[config.mk]
export PLATFORM = sky130hd
export DESIGN_NAME = branch_pred_ctrl
export DESIGN_NICKNAME = d
export VERILOG_FILES = /design/src/rtl/branch_pred_pkg.sv /design/src/rtl/bp_sweep_fsm.sv /design/src/rtl/branch_pred_ctrl.sv
export SDC_FILE = /design/constraint.sdc
export NUM_CORES = 1
export LEC_CHECK = 0
export ABC_CLOCK_PERIOD_IN_PS = 7500
export CAP_MARGIN = 20
export CORE_ASPECT_RATIO = 1.4
export CORE_MARGIN = 8
export CORE_UTILIZATION = 25
export CTS_BUF_LIST = sky130_fd_sc_hd__clkbuf_8
export DETAILED_ROUTE_END_ITERATION = 8
export GPL_TIMING_DRIVEN = 0
export RECOVER_POWER = 50
export SYNTH_ARGS = -nofsm -noshare
export SYNTH_HDL_FRONTEND = slang
export SYNTH_SLANG_ARGS = --single-unit
[constraint.sdc]
create_clock -name clk_i -period 7.5 [get_ports clk_i]
set_clock_uncertainty 0.1 [all_clocks]
set_input_delay 1.875 -clock clk_i [delete_from_list [all_inputs] [get_ports clk_i]]
set_output_delay 1.875 -clock clk_i [all_outputs]
set_load 0.02 [all_outputs]
[src/rtl/branch_pred_pkg.sv]
// Shared types and defaults for the branch-prediction controller and its
// table-invalidation sweep.
package branch_pred_pkg;

    localparam int ENTRIES_DEF = 1024;
    localparam int IDX_W_DEF   = 10;

    // Branch-type encoding that marks "not a branch" in execute.
    localparam logic [1:0] NON_BRANCH = 2'b00;

    typedef enum logic [1:0] {
        IDLE  = 2'b00,
        SWEEP = 2'b01,
        DRAIN = 2'b10
    } sweep_state_t;

    typedef struct packed {
        logic        taken;
        logic [31:0] target;
    } pred_reg_t;

endpackage

[src/rtl/bp_sweep_fsm.sv]
// Invalidation sweep: walks every buffer entry once, then holds busy for one
// drain cycle so the last write settles before fetch resumes.
module bp_sweep_fsm
    import branch_pred_pkg::*;
#(
    parameter int ENTRIES = ENTRIES_DEF,
    parameter int IDX_W   = IDX_W_DEF
) (
    input  logic             clk_i,
    input  logic             reset_i,
    input  logic             req_i,
    output logic             we_o,
    output logic [IDX_W-1:0] idx_o,
    output logic             busy_o,
    output logic             done_o
);

    localparam logic [IDX_W-1:0] LAST_IDX = IDX_W'(ENTRIES - 1);

    sweep_state_t     r_state;
    logic             r_we;
    logic             r_busy;
    logic [IDX_W-1:0] r_idx;

    always_ff @(posedge clk_i) begin
        if (reset_i) begin
            r_state <= IDLE;
            r_we    <= 1'b0;
            r_busy  <= 1'b0;
            r_idx   <= '0;
        end else begin
            case (r_state)
                IDLE: begin
                    if (req_i) begin
                        r_state <= SWEEP;
                        r_we    <= 1'b1;
                        r_busy  <= 1'b1;
                        r_idx   <= '0;
                    end
                end
                SWEEP: begin
                    if (r_idx == LAST_IDX) begin
                        r_state <= DRAIN;
                        r_we    <= 1'b0;
                    end else begin
                        r_idx <= r_idx + IDX_W'(1);
                    end
                end
                DRAIN: begin
                    r_state <= IDLE;
                    r_busy  <= 1'b0;
                    r_idx   <= '0;
                end
                default: begin
                    r_state <= IDLE;
                    r_we    <= 1'b0;
                    r_busy  <= 1'b0;
                    r_idx   <= '0;
                end
            endcase
        end
    end

    assign we_o   = r_we;
    assign idx_o  = r_idx;
    assign busy_o = r_busy;
    // High on the final write; the top clears the global history on this edge.
    assign done_o = (r_state == SWEEP) && (r_idx == LAST_IDX);

endmodule

[src/rtl/branch_pred_ctrl.sv]
// Branch-prediction controller: carries fetch predictions to execute, resolves
// them, tracks global history and statistics, and drives the invalidate sweep.
module branch_pred_ctrl
    import branch_pred_pkg::*;
#(
    parameter int ENTRIES = ENTRIES_DEF,
    parameter int IDX_W   = IDX_W_DEF,
    parameter int CNT_W   = 32
) (
    input  logic             clk_i,
    input  logic             reset_i,
    input  logic             stall_d_i,
    input  logic             flush_d_i,
    input  logic             stall_e_i,
    input  logic             flush_e_i,
    input  logic             pc_src_pred_f_i,
    input  logic [31:0]      pred_pc_target_f_i,
    input  logic [1:0]       branch_op_e_i,
    input  logic             pc_src_res_e_i,
    input  logic [31:0]      pc_target_e_i,
    input  logic [31:0]      pc_plus4_e_i,
    input  logic             inv_req_i,
    output logic [1:0]       local_src_o,
    output logic             target_match_o,
    output logic             mispredict_e_o,
    output logic [31:0]      redirect_pc_e_o,
    output logic             inv_we_o,
    output logic [IDX_W-1:0] inv_idx_o,
    output logic             inv_busy_o,
    output logic [CNT_W-1:0] branch_cnt_o,
    output logic [CNT_W-1:0] mispred_cnt_o
);

    function automatic logic [CNT_W-1:0] sat_inc(input logic [CNT_W-1:0] v);
        return (&v) ? v : v + CNT_W'(1);
    endfunction

    pred_reg_t        r_pred_d;
    pred_reg_t        r_pred_e;
    logic [1:0]       r_ghr;
    logic [CNT_W-1:0] r_branch_cnt;
    logic [CNT_W-1:0] r_mispred_cnt;

    logic             w_br;
    logic             w_target_match;
    logic             w_mispredict;
    logic             w_resolve;
    logic             w_inv_we;
    logic [IDX_W-1:0] w_inv_idx;
    logic             w_inv_busy;
    logic             w_sweep_done;

    bp_sweep_fsm #(
        .ENTRIES (ENTRIES),
        .IDX_W   (IDX_W)
    ) u_sweep (
        .clk_i   (clk_i),
        .reset_i (reset_i),
        .req_i   (inv_req_i),
        .we_o    (w_inv_we),
        .idx_o   (w_inv_idx),
        .busy_o  (w_inv_busy),
        .done_o  (w_sweep_done)
    );

    // F->D and D->E prediction registers; flush takes priority over stall.
    always_ff @(posedge clk_i) begin
        if (reset_i) begin
            r_pred_d <= '0;
            r_pred_e <= '0;
        end else begin
            if (flush_d_i) begin
                r_pred_d <= '0;
            end else if (!stall_d_i) begin
                r_pred_d <= '{taken: pc_src_pred_f_i, target: pred_pc_target_f_i};
            end

            if (flush_e_i) begin
                r_pred_e <= '0;
            end else if (!stall_e_i) begin
                r_pred_e <= r_pred_d;
            end
        end
    end

    // Execute-stage resolution against the carried prediction.
    assign w_br           = (branch_op_e_i != NON_BRANCH);
    assign w_target_match = (r_pred_e.target == pc_target_e_i);
    assign w_mispredict   = w_br & ((r_pred_e.taken != pc_src_res_e_i) |
                                    (pc_src_res_e_i & ~w_target_match));
    assign w_resolve      = w_br & ~stall_e_i;

    always_ff @(posedge clk_i) begin
        if (reset_i) begin
            r_ghr <= 2'b00;
        end else if (w_sweep_done) begin
            r_ghr <= 2'b00;
        end else if (w_resolve && !w_inv_busy) begin
            r_ghr <= {r_ghr[0], pc_src_res_e_i};
        end
    end

    // Statistics keep counting through a sweep and stick at all-ones.
    always_ff @(posedge clk_i) begin
        if (reset_i) begin
            r_branch_cnt  <= '0;
            r_mispred_cnt <= '0;
        end else if (w_resolve) begin
            r_branch_cnt <= sat_inc(r_branch_cnt);
            if (w_mispredict) begin
                r_mispred_cnt <= sat_inc(r_mispred_cnt);
            end
        end
    end

    assign local_src_o     = r_ghr;
    assign target_match_o  = w_target_match;
    assign mispredict_e_o  = w_mispredict;
    assign redirect_pc_e_o = pc_src_res_e_i ? pc_target_e_i : pc_plus4_e_i;
    assign inv_we_o        = w_inv_we;
    assign inv_idx_o       = w_inv_idx;
    assign inv_busy_o      = w_inv_busy;
    assign branch_cnt_o    = r_branch_cnt;
    assign mispred_cnt_o   = r_mispred_cnt;

endmodule

==> results.md <==
* TritonCTS clock tree: done
* Synth Register Bits at 146
* Setup TNS at 0 ns
* Tightest Pin Transition at between 0.8 and 0.9 ns
* Async SR Flop Fraction at 0
* Hold endpoint: r_pred_e[24]$_SDFFE_PP0N_
* Max-slew violation count at 0
* Initial antenna violation count at 0
* Vias per cell at between 4 and 5
* # diodes at 0
* Mean post-synth cell area at 9.08 um^2
* Crit start category: primary input
* Hold Violations, Final at 0
* Row cnt at 72
* Clock buffer depth at 2
* Slew headroom at 0.408
* P_leak at 3.88 nW
* Wire per inst at 16.9 um
* CTS buffer count at 17
* First DRT Iteration DRCs at 267
* CP startpoint: pc_target_e_i[5]
* Post-route ant nets at 0
* Initial Util at 0.253
* Final min period at ~7 ns
* Layout area overhead at 43.4%
* Largest cells by area after synthesis: dfxtp_1 (42%), mux2i_1 (10%), nor2_1 (6.9%), xor2_1 (5.5%), mux2_2 (5.3%)
* Vias in the first global route at ~6500
* Crit Path Class: in -> out
* Clock transition at path regs at 0.09 ns
* # DRC at 0
* Status: completed
* Post-route cell area at 10000 um^2
* Cell with the most instances after synthesis: dfxtp_1
* Post-synth top area cell: dfxtp_1
* Worst reg2reg setup slack at 4.43 ns
* Fill count at 2896
* Placed Area at 9610 um^2
* CTS sink cnt at 146
* Syn nets at 879
* Largest net degree at the start of global routing at 17
* Final setup viols at 0
* Non-Filler Instances at 1387
* Die height at 214 um
* Multi-input gate area at 3820 um^2
* Ys flop type: dfxtp_1
* Largest fanout on the critical path at 10
* Final wirelength at 23500 um
* Critical R2R Capture: mispred_cnt_o[0]$_SDFFE_PP0P_
* Max_cap viols at 0
* GPL Wtd Cong at 0.800
* FF/Latch Area at 2920 um^2
* Synth Cell Area at between 6000 and 7000 um^2
* Post CTS Setup Buffer Count at 0
* First-pass GRT wire length at between 30000 and 40000 um
* EDFF count, synth at 0
* Routed vias at ~6500
* Hold path depth at 2
* Commonest cells in the synthesized netlist: dfxtp_1 (146), nor2_1 (128), mux2i_1 (71)
* Seq/Total Area, Yosys at 0.419
* Final worst-path cycle share at 0.938
* DIE AREA at 33600 um^2
* # IOs at 219
* Grt ovf at 0
* Critical path required time at 5.53 ns
* Root Buffer: clkbuf_8
* R2r worst-path depth at 7
* Worst IR drop on VDD at 126 uV
* Hold_buf cts at 0
* F_max at 142 MHz
* Worst r2r src: r_pred_e[5]$_SDFFE_PP0N_
* Unrepaired setup endpoints after global routing: no
* Hold Path Class: reg -> reg
* Die W at 157 um
* PD cells at around 170 nW/um^2
* Detailed placement HPWL at between 15000 and 20000 um
* Core area at 27600 um^2
* Initial DRT Pass Iterations at 4
* Resize count post-CTS at 0
* Endpoint class of the critical path: primary output
* Layout cells sized above 1 at 0.0796
* Warnings from Yosys at 0
* Min-Delay Startpoint: r_pred_d[24]$_SDFFE_PP0N_
* H-tree Lvls at 4
* Clock latency on the worst-skew pair at ~0.47 ns
* Post-synthesis cell type count at 48
* Post-synth top area share at 0.419
* Placed insts at 1355
* CP arrival at 5.06 ns
* Cells after Synth at 769
* Gr usage total at 0.138
* IO Port Bufs at 216
* Nets@finish at 1114
[cells by family after synthesis]
family / share of synthesized area
adders and majority gates: 0.00538
and+or+nand+nor: 0.231
buffers and inverters: 0.0335
AOI/OAI and AO/OA: 0.0676
DFF: 0.419
xor gates and xnor gates: 0.0790
muxes: 0.165
[through the flow]
| step | worst slack, ns | utilization | hold WS, ns | total power, mW |
|---|---|---|---|---|
| after global placement | 0.436 | 0.348 | 0.369 | 1.04 |
| after CTS | 0.398 | 0.363 | 0.398 | 1.71 |
| after global routing | 0.356 | 0.363 | 0.419 | 1.75 |
| after floorplan | 2.28 | - | 0.360 | 0.919 |
| final | 0.466 | 0.363 | 0.395 | 1.68 |
| after detailed placement | 0.414 | 0.348 | 0.378 | 1.05 |
[how the worst max path moves through the flow]
stage | end | depth (start not counted)
floorplan | mispredict_e_o | 6
global placement | mispredict_e_o | 8
detailed placement | mispredict_e_o | 8
CTS | mispredict_e_o | 8
global route | mispredict_e_o | 8
finish | mispredict_e_o | 8
[placed cells by master, fill, tap and decap left out, types with 4 or more instances in the layout]
cell type and count:
mux2i_1 71, nand2_1 28, and4_1 9, dlygate4sd3_1 81, mux2_2 33, clkbuf_8 17, nor2_1 128, and3_1 9
clkbuf_1 31, o21ai_0 19, buf_2 4, nor3_1 20, inv_1 10, a21oi_1 31, buf_6 4, nand3_1 25
or3_1 21, inv_6 7, buf_1 4, nand4_1 22, dfxtp_1 146, mux2_1 5, nor4_1 16, clkdlybuf4s50_1 135
xnor2_1 19, nor3b_1 4, o31ai_1 9, xor2_1 44, nor2b_1 10, or4_1 10
[cell type report]
cell class,count,area share
repair buffers,216,0.216
clock inverters,15,0.0170
flip-flops and latches,146,0.292
plain buffers,43,0.0196
multi-input cells,570,0.382
well taps,370,0.0462
clock buffers,17,0.0234
inverters,10,0.00375
[routing by layer]
layer / GRT usage / part of all wire
met5: 0 / 0
met4: 0.0421 / 0.013
met3: 0.0456 / 0.073
met2: 0.257 / 0.53
met1: 0.145 / 0.39
[report_power, final]
group / leakage (nW) / switching [mW] / internal (mW)
logic: 2.49 / 0.109 / 0.119
clock network: 0.206 / 0.353 / 0.307
registers: 1.18 / 0.00827 / 0.786
[flip-flops by register name, summed over array words and instances, names as in the netlist]
name and count:
u_sweep.idx_o 10, u_sweep.we_o 1, local_src_o 2, branch_cnt_o 32, mispred_cnt_o 32, r_pred_e 33, u_sweep.busy_o 1, r_pred_d 33
u_sweep.r_state 2
[worst max-delay path, stage by stage]
cell and delay [ns]:
clkdlybuf4s50_1 0.45, xor2_1 0.19, nor4_1 0.53, nand4_1 0.34
o41ai_4 0.78, buf_6 0.24, inv_1 0.08, clkdlybuf4s50_1 0.55
(Power assumes the default switching activity.)
==> RTL edit 1: new RTL, config.mk and constraints unchanged <==
Change the parameter `CNT_W` from 32 to 28.
--- a/src/rtl/branch_pred_ctrl.sv
+++ b/src/rtl/branch_pred_ctrl.sv
@@ -6,5 +6,5 @@
     parameter int ENTRIES = ENTRIES_DEF,
     parameter int IDX_W   = IDX_W_DEF,
-    parameter int CNT_W   = 32
+    parameter int CNT_W   = 28
 ) (
     input  logic             clk_i,
Interface: changed (resized branch_cnt_o and mispred_cnt_o); port bits go from 219 to 211. No check against the original RTL was run, so the function may have changed too.
==> RTL edit 1 against the original RTL <==
Routed wire length shrank 7.4%; worst setup slack better by 0.23 ns; fmax rose by 3.3%; combinational power shrank 7%; sequential cell count is 8 lower; cell area is 4.5% lower; largest power group unchanged; critical path type unchanged; area after synthesis decreased by 4.5%; die area decreased by 4.1%; total power down 2.2%; clock power increased by 3.2%.
==> RTL edit 1: results (changes against the original RTL) <==
Final Setup Violations - 0 (unchanged)
Row cnt - 70 (-2.8%)
Total inserted antenna cells - 0 (unchanged)
Internal power - 1230 uW (+1.5%)
Gpl congestion - 0.793 (-0.88%)
GR Util All Layers - 13.5% (-0.35 points)
HP Class - reg -> reg
Post-CTS Setup Bufs - 0 (unchanged)
Status - completed
Post-Synthesis Net Count - 844 (-4.0%)
Synth Warn # - 0 (unchanged)
Cts hold-fix bufs - 0 (unchanged)
Clock Tree Buf Depth - 2 (unchanged)
Drt total wl - 21700 um (-7.4%)
Distinct cells, synth - 45 (-6.3%)
Vias per cell - 4.71 (+1.2%)
FFs w/ async S/R, synth - 0% (unchanged)
Lkg Pwr - 0.00357 uW (-8.1%)
Vias in the first global route - 6350 (-2.1%)
Seq/Total Area, Yosys - 41.4% (-0.43 points)
Pre-Repair DR Iteration Count - 4 (unchanged)
Crit path DAT - 4.83 ns (-0.23 ns)
Clk Latency, worst-skew pair - 0.45 ns (-0.02 ns)
Detailed Place HPWL - 17300 um (-6.7%)
Slew headroom - 30.9% (-9.9 points)
Commonest cells post-synth - dfxtp_1 (138), nor2_1 (121), mux2i_1 (66)
CP max stage cell - clkdlybuf4s50_1
Num CTS Buffers - 17 (unchanged)
Delay-heaviest family, CP - buffers and inverters
Regs by FF count - r_pred_d: 33 flops, r_pred_e: 33 flops
Largest net degree at the start of global routing - 17 (unchanged)
Iter 0 DRT Violations - 292 (+9.4%)
Clock transition at the registers of the reported paths - 0.08 ns
Initial antenna violation count - 1 (+1)
Area contributors post-synth - dfxtp_1 (41%), mux2i_1 (9.9%), nor2_1 (6.8%), mux2_2 (6.8%), xor2_1 (6.0%)
H-tree depth - 4 (unchanged)
Number of I/O port buffers - 206 (-4.6%)
Root buffer cell - clkbuf_8
Resize count post-CTS - 0 (unchanged)
Nets - 1069 (-4.0%)
Worst path max stage delay - 0.56 ns (-0.22 ns)
Share of layout cells above drive strength 1 - 9.17% (+1.2 points)
First-pass GRT wire length - 34200 um (-4.3%)
Peak VDD IR - 103 uV (-19%)
Crit Path Max Fanout - 10 (unchanged)
-- RTL edit 1: changes by cell type after synthesis, moves of 6 or more --
| cell | change |
|---|---|
| dfxtp_1 | -8 |
| inv_1 | -6 |
| mux2_2 | +7 |
| nor2_1 | -7 |
| nor3_1 | -8 |
| o31ai_1 | +8 |
| or3_1 | -11 |
| or4_1 | +8 |
| xnor2_1 | -6 |
-- RTL edit 1: area by class of cell --
| class | count | area, um2 |
|---|---|---|
| Timing Repair Buffer | 206 | 2060 |
| Clock inverter | 13 | 193 |
| Buffer | 39 | 180 |
| Tap cell | 324 | 405 |
| Clock buffer | 18 | 248 |
| Inverter | 4 | 15.0 |
| Fill cell | 2675 | 16600 |
| Sequential cell | 138 | 2760 |
| Multi-Input combinational cell | 553 | 3700 |
-- RTL edit 1: path summary, 6_finish.rpt --
| path | from | end | slack (ns) | depth (start not counted) |
|---|---|---|---|---|
| worst max-delay path | pc_target_e_i[11] | mispredict_e_o | 0.69 | 9 |
| worst max register to register | r_pred_e[11] | mispred_cnt_o[0] | 4.87 | 8 |
| worst min-delay path | local_src_o[0] | local_src_o[1] | 0.38 | 2 |
| worst min register to register | local_src_o[0] | local_src_o[1] | 0.38 | 2 |
-- RTL edit 1: tightest hold or removal path, cell delays in order, from the launching register on --
cell and delay [ns]:
dfxtp_1 0.32, nand2_1 0.06, a21oi_1 0.05
-- RTL edit 1: power groups by stage --
stage	clock network, uW	logic (uW)	registers (uW)
CTS	704	219	752
floorplan	0	95.1	770
finish	680	213	752
global route	739	229	753
detailed placement	0	218	769
global placement	0	216	769
-- RTL edit 1: routing by layer --
layer  GRT usage, %  wire length, um  up-vias
met5              0               13        -
met4           4.81              318        2
met3           5.37             1800       22
met2           24.1            11100      190
met1           13.9             8470     2825
li1               -                -     3066
-- RTL edit 1: kinds of logic after synthesis --
family / Yosys count / share of synthesized area [%]
AO/OA/AOI/OAI: 80 / 7.52
XOR/XNOR: 59 / 7.75
adder cells (fa/ha/maj): 3 / 0.563
buffers and inverters: 43 / 2.93
flip-flops: 138 / 41.4
multiplexers: 106 / 16.7
AND/OR/NAND/NOR: 305 / 23.1
-- RTL edit 1: metrics by stage --
stage,power (uW),cell area [um2],cells,hold slack [ns],setup WS (ns)
3_5_place_dp,987,9140,1264,0.375,0.644
6_report,1640,9560,1295,0.376,0.693
5_1_grt,1720,9560,1295,0.414,0.501
3_3_place_gp,985,9140,1264,0.365,0.639
2_1_floorplan,865,6670,734,0.360,2.30
4_1_cts,1670,9580,1295,0.386,0.628
==> RTL edit 2: new RTL, config.mk and constraints unchanged <==
Without the edit above. Put a register stage on the output `mispredict_e_o`, cleared by the reset. The value now appears one clock later. The other outputs are not delayed to match.
--- a/src/rtl/branch_pred_ctrl.sv
+++ b/src/rtl/branch_pred_ctrl.sv
@@ -116,5 +116,11 @@
     assign local_src_o     = r_ghr;
     assign target_match_o  = w_target_match;
-    assign mispredict_e_o  = w_mispredict;
+    always_ff @(posedge clk_i) begin
+        if (reset_i) begin
+            mispredict_e_o <= '0;
+        end else begin
+            mispredict_e_o <= w_mispredict;
+        end
+    end
     assign redirect_pc_e_o = pc_src_res_e_i ? pc_target_e_i : pc_plus4_e_i;
     assign inv_we_o        = w_inv_we;
Formal check against the unedited RTL: not equivalent (a bounded check fails within 4 cycles, from zero or initial values and one cycle with reset_i high).
==> RTL edit 2 against the original RTL <==
Non-clock buffer count rose by 3; total power fell by 6.1%; area after synthesis rose by 3.2%; cell area rose by 1.4%; worst setup slack improved by 0.97 ns; cell count rose by 0.50%; routed wire length rose by 1.0%; sequential cell count rose by 1; critical path type unchanged.
==> RTL edit 2: results (changes against the original RTL) <==
Seq/Total Area, Yosys - 40.8% (-1.0 points)
FF-to-FF setup slack - 4.77 ns (+0.34 ns)
CP max stage cell - clkdlybuf4s50_1
Layout fillers - 2918 (+0.76%)
Post-route cell area - 10200 um2 (+1.4%)
First-pass GRT wire length - 37500 um (+5.1%)
Distinct cells, synth - 49 (+2.1%)
RR Startpoint - r_pred_e[4]
P_clk - 553 uW (-16%)
Sequential share of power - 50.7% (+3.5 points)
Mean Syn Cell Area - 9.31 um2 (+2.6%)
Hold Slack - 0.393 ns (-0.00159 ns)
Placed Area - 9830 um2 (+2.3%)
Post-Synthesis Net Count - 884 (+0.57%)
Lkg Pwr - 0.00381 uW (-1.9%)
Nets - 1118 (+0.36%)
Worst path max stage delay - 0.66 ns (-0.12 ns)
Crit path DAT - 4.09 ns (-0.97 ns)
Vias in the first global route - 6777 (+4.5%)
Share of layout cells above drive strength 1 - 10.6% (+2.6 points)
Commonest cells post-synth - dfxtp_1 (147), nor2_1 (123), mux2i_1 (68)
Gpl congestion - 0.785 (-1.8%)
Vias per cell - 4.69 (+0.78%)
Iter 0 DRT Violations - 205 (-23%)
GR Util All Layers - 13.6% (-0.26 points)
Area contributors post-synth - dfxtp_1 (41%), mux2i_1 (9.4%), nor2_1 (6.4%), mux2_2 (5.0%), xor2_1 (4.1%)
WL/cell - 17.0 um (+0.54%)
Crit Path Max Fanout - 2 (-8)
Internal power - 1160 uW (-4.1%)
Number of I/O port buffers - 215 (-0.46%)
Placed instance count - 1364 (+0.66%)
Status - completed
Worst Hold End - r_pred_e[20]
Drt total wl - 23700 um (+1.0%)
## RTL edit 2: through the flow
stage	worst slack (ns)	total power, uW
6_report	1.43	1580
5_1_grt	1.27	1650
3_5_place_dp	1.33	1050
2_1_floorplan	2.64	924
4_1_cts	1.32	1610
3_3_place_gp	1.29	1050
## RTL edit 2: how the worst max path moves through the flow
stage	startpoint	to	slack, ns
after floorplan	pc_src_res_e_i	redirect_pc_e_o[10]	2.64
after global placement	pc_target_e_i[4]	target_match_o	1.29
after detailed placement	pc_target_e_i[4]	target_match_o	1.33
after CTS	pc_target_e_i[15]	target_match_o	1.32
after global routing	pc_target_e_i[9]	target_match_o	1.27
final	pc_target_e_i[4]	target_match_o	1.43
## RTL edit 2: routing by layer
layer | up-vias | GRT usage [%] | part of all wire [%]
li1 | 3220 | - | -
met1 | 3104 | 14.1 | 39
met2 | 203 | 25.1 | 52
met3 | 17 | 4.95 | 6.9
met4 | 0 | 4.07 | 1.2
met5 | - | 0 | 0
## RTL edit 2: final cells by class
cell class              count  area [um2]  area share, %
clock buffers              21         289           2.85
clock inverters             9        41.3          0.407
multi-input cells         573        4010           39.5
repair buffers            215        2150           21.2
inverters                   7        26.3          0.259
well taps                 375         469           4.62
plain buffers              47         224           2.21
flip-flops and latches    147        2940           29.0
## RTL edit 2: kinds of logic (layout without fill, tap and decap cells)
group                      after synthesis  after routing  share of synthesized area (%)
adders and majority gates                3              3                          0.521
AOI/OAI and AO/OA                       67             67                           5.31
muxes                                  112            112                           16.9
DFF                                    147            147                           40.8
buffers and inverters                   54            299                           3.51
xor gates and xnor gates                62             62                           7.53
and+or+nand+nor                        329            329                           25.4
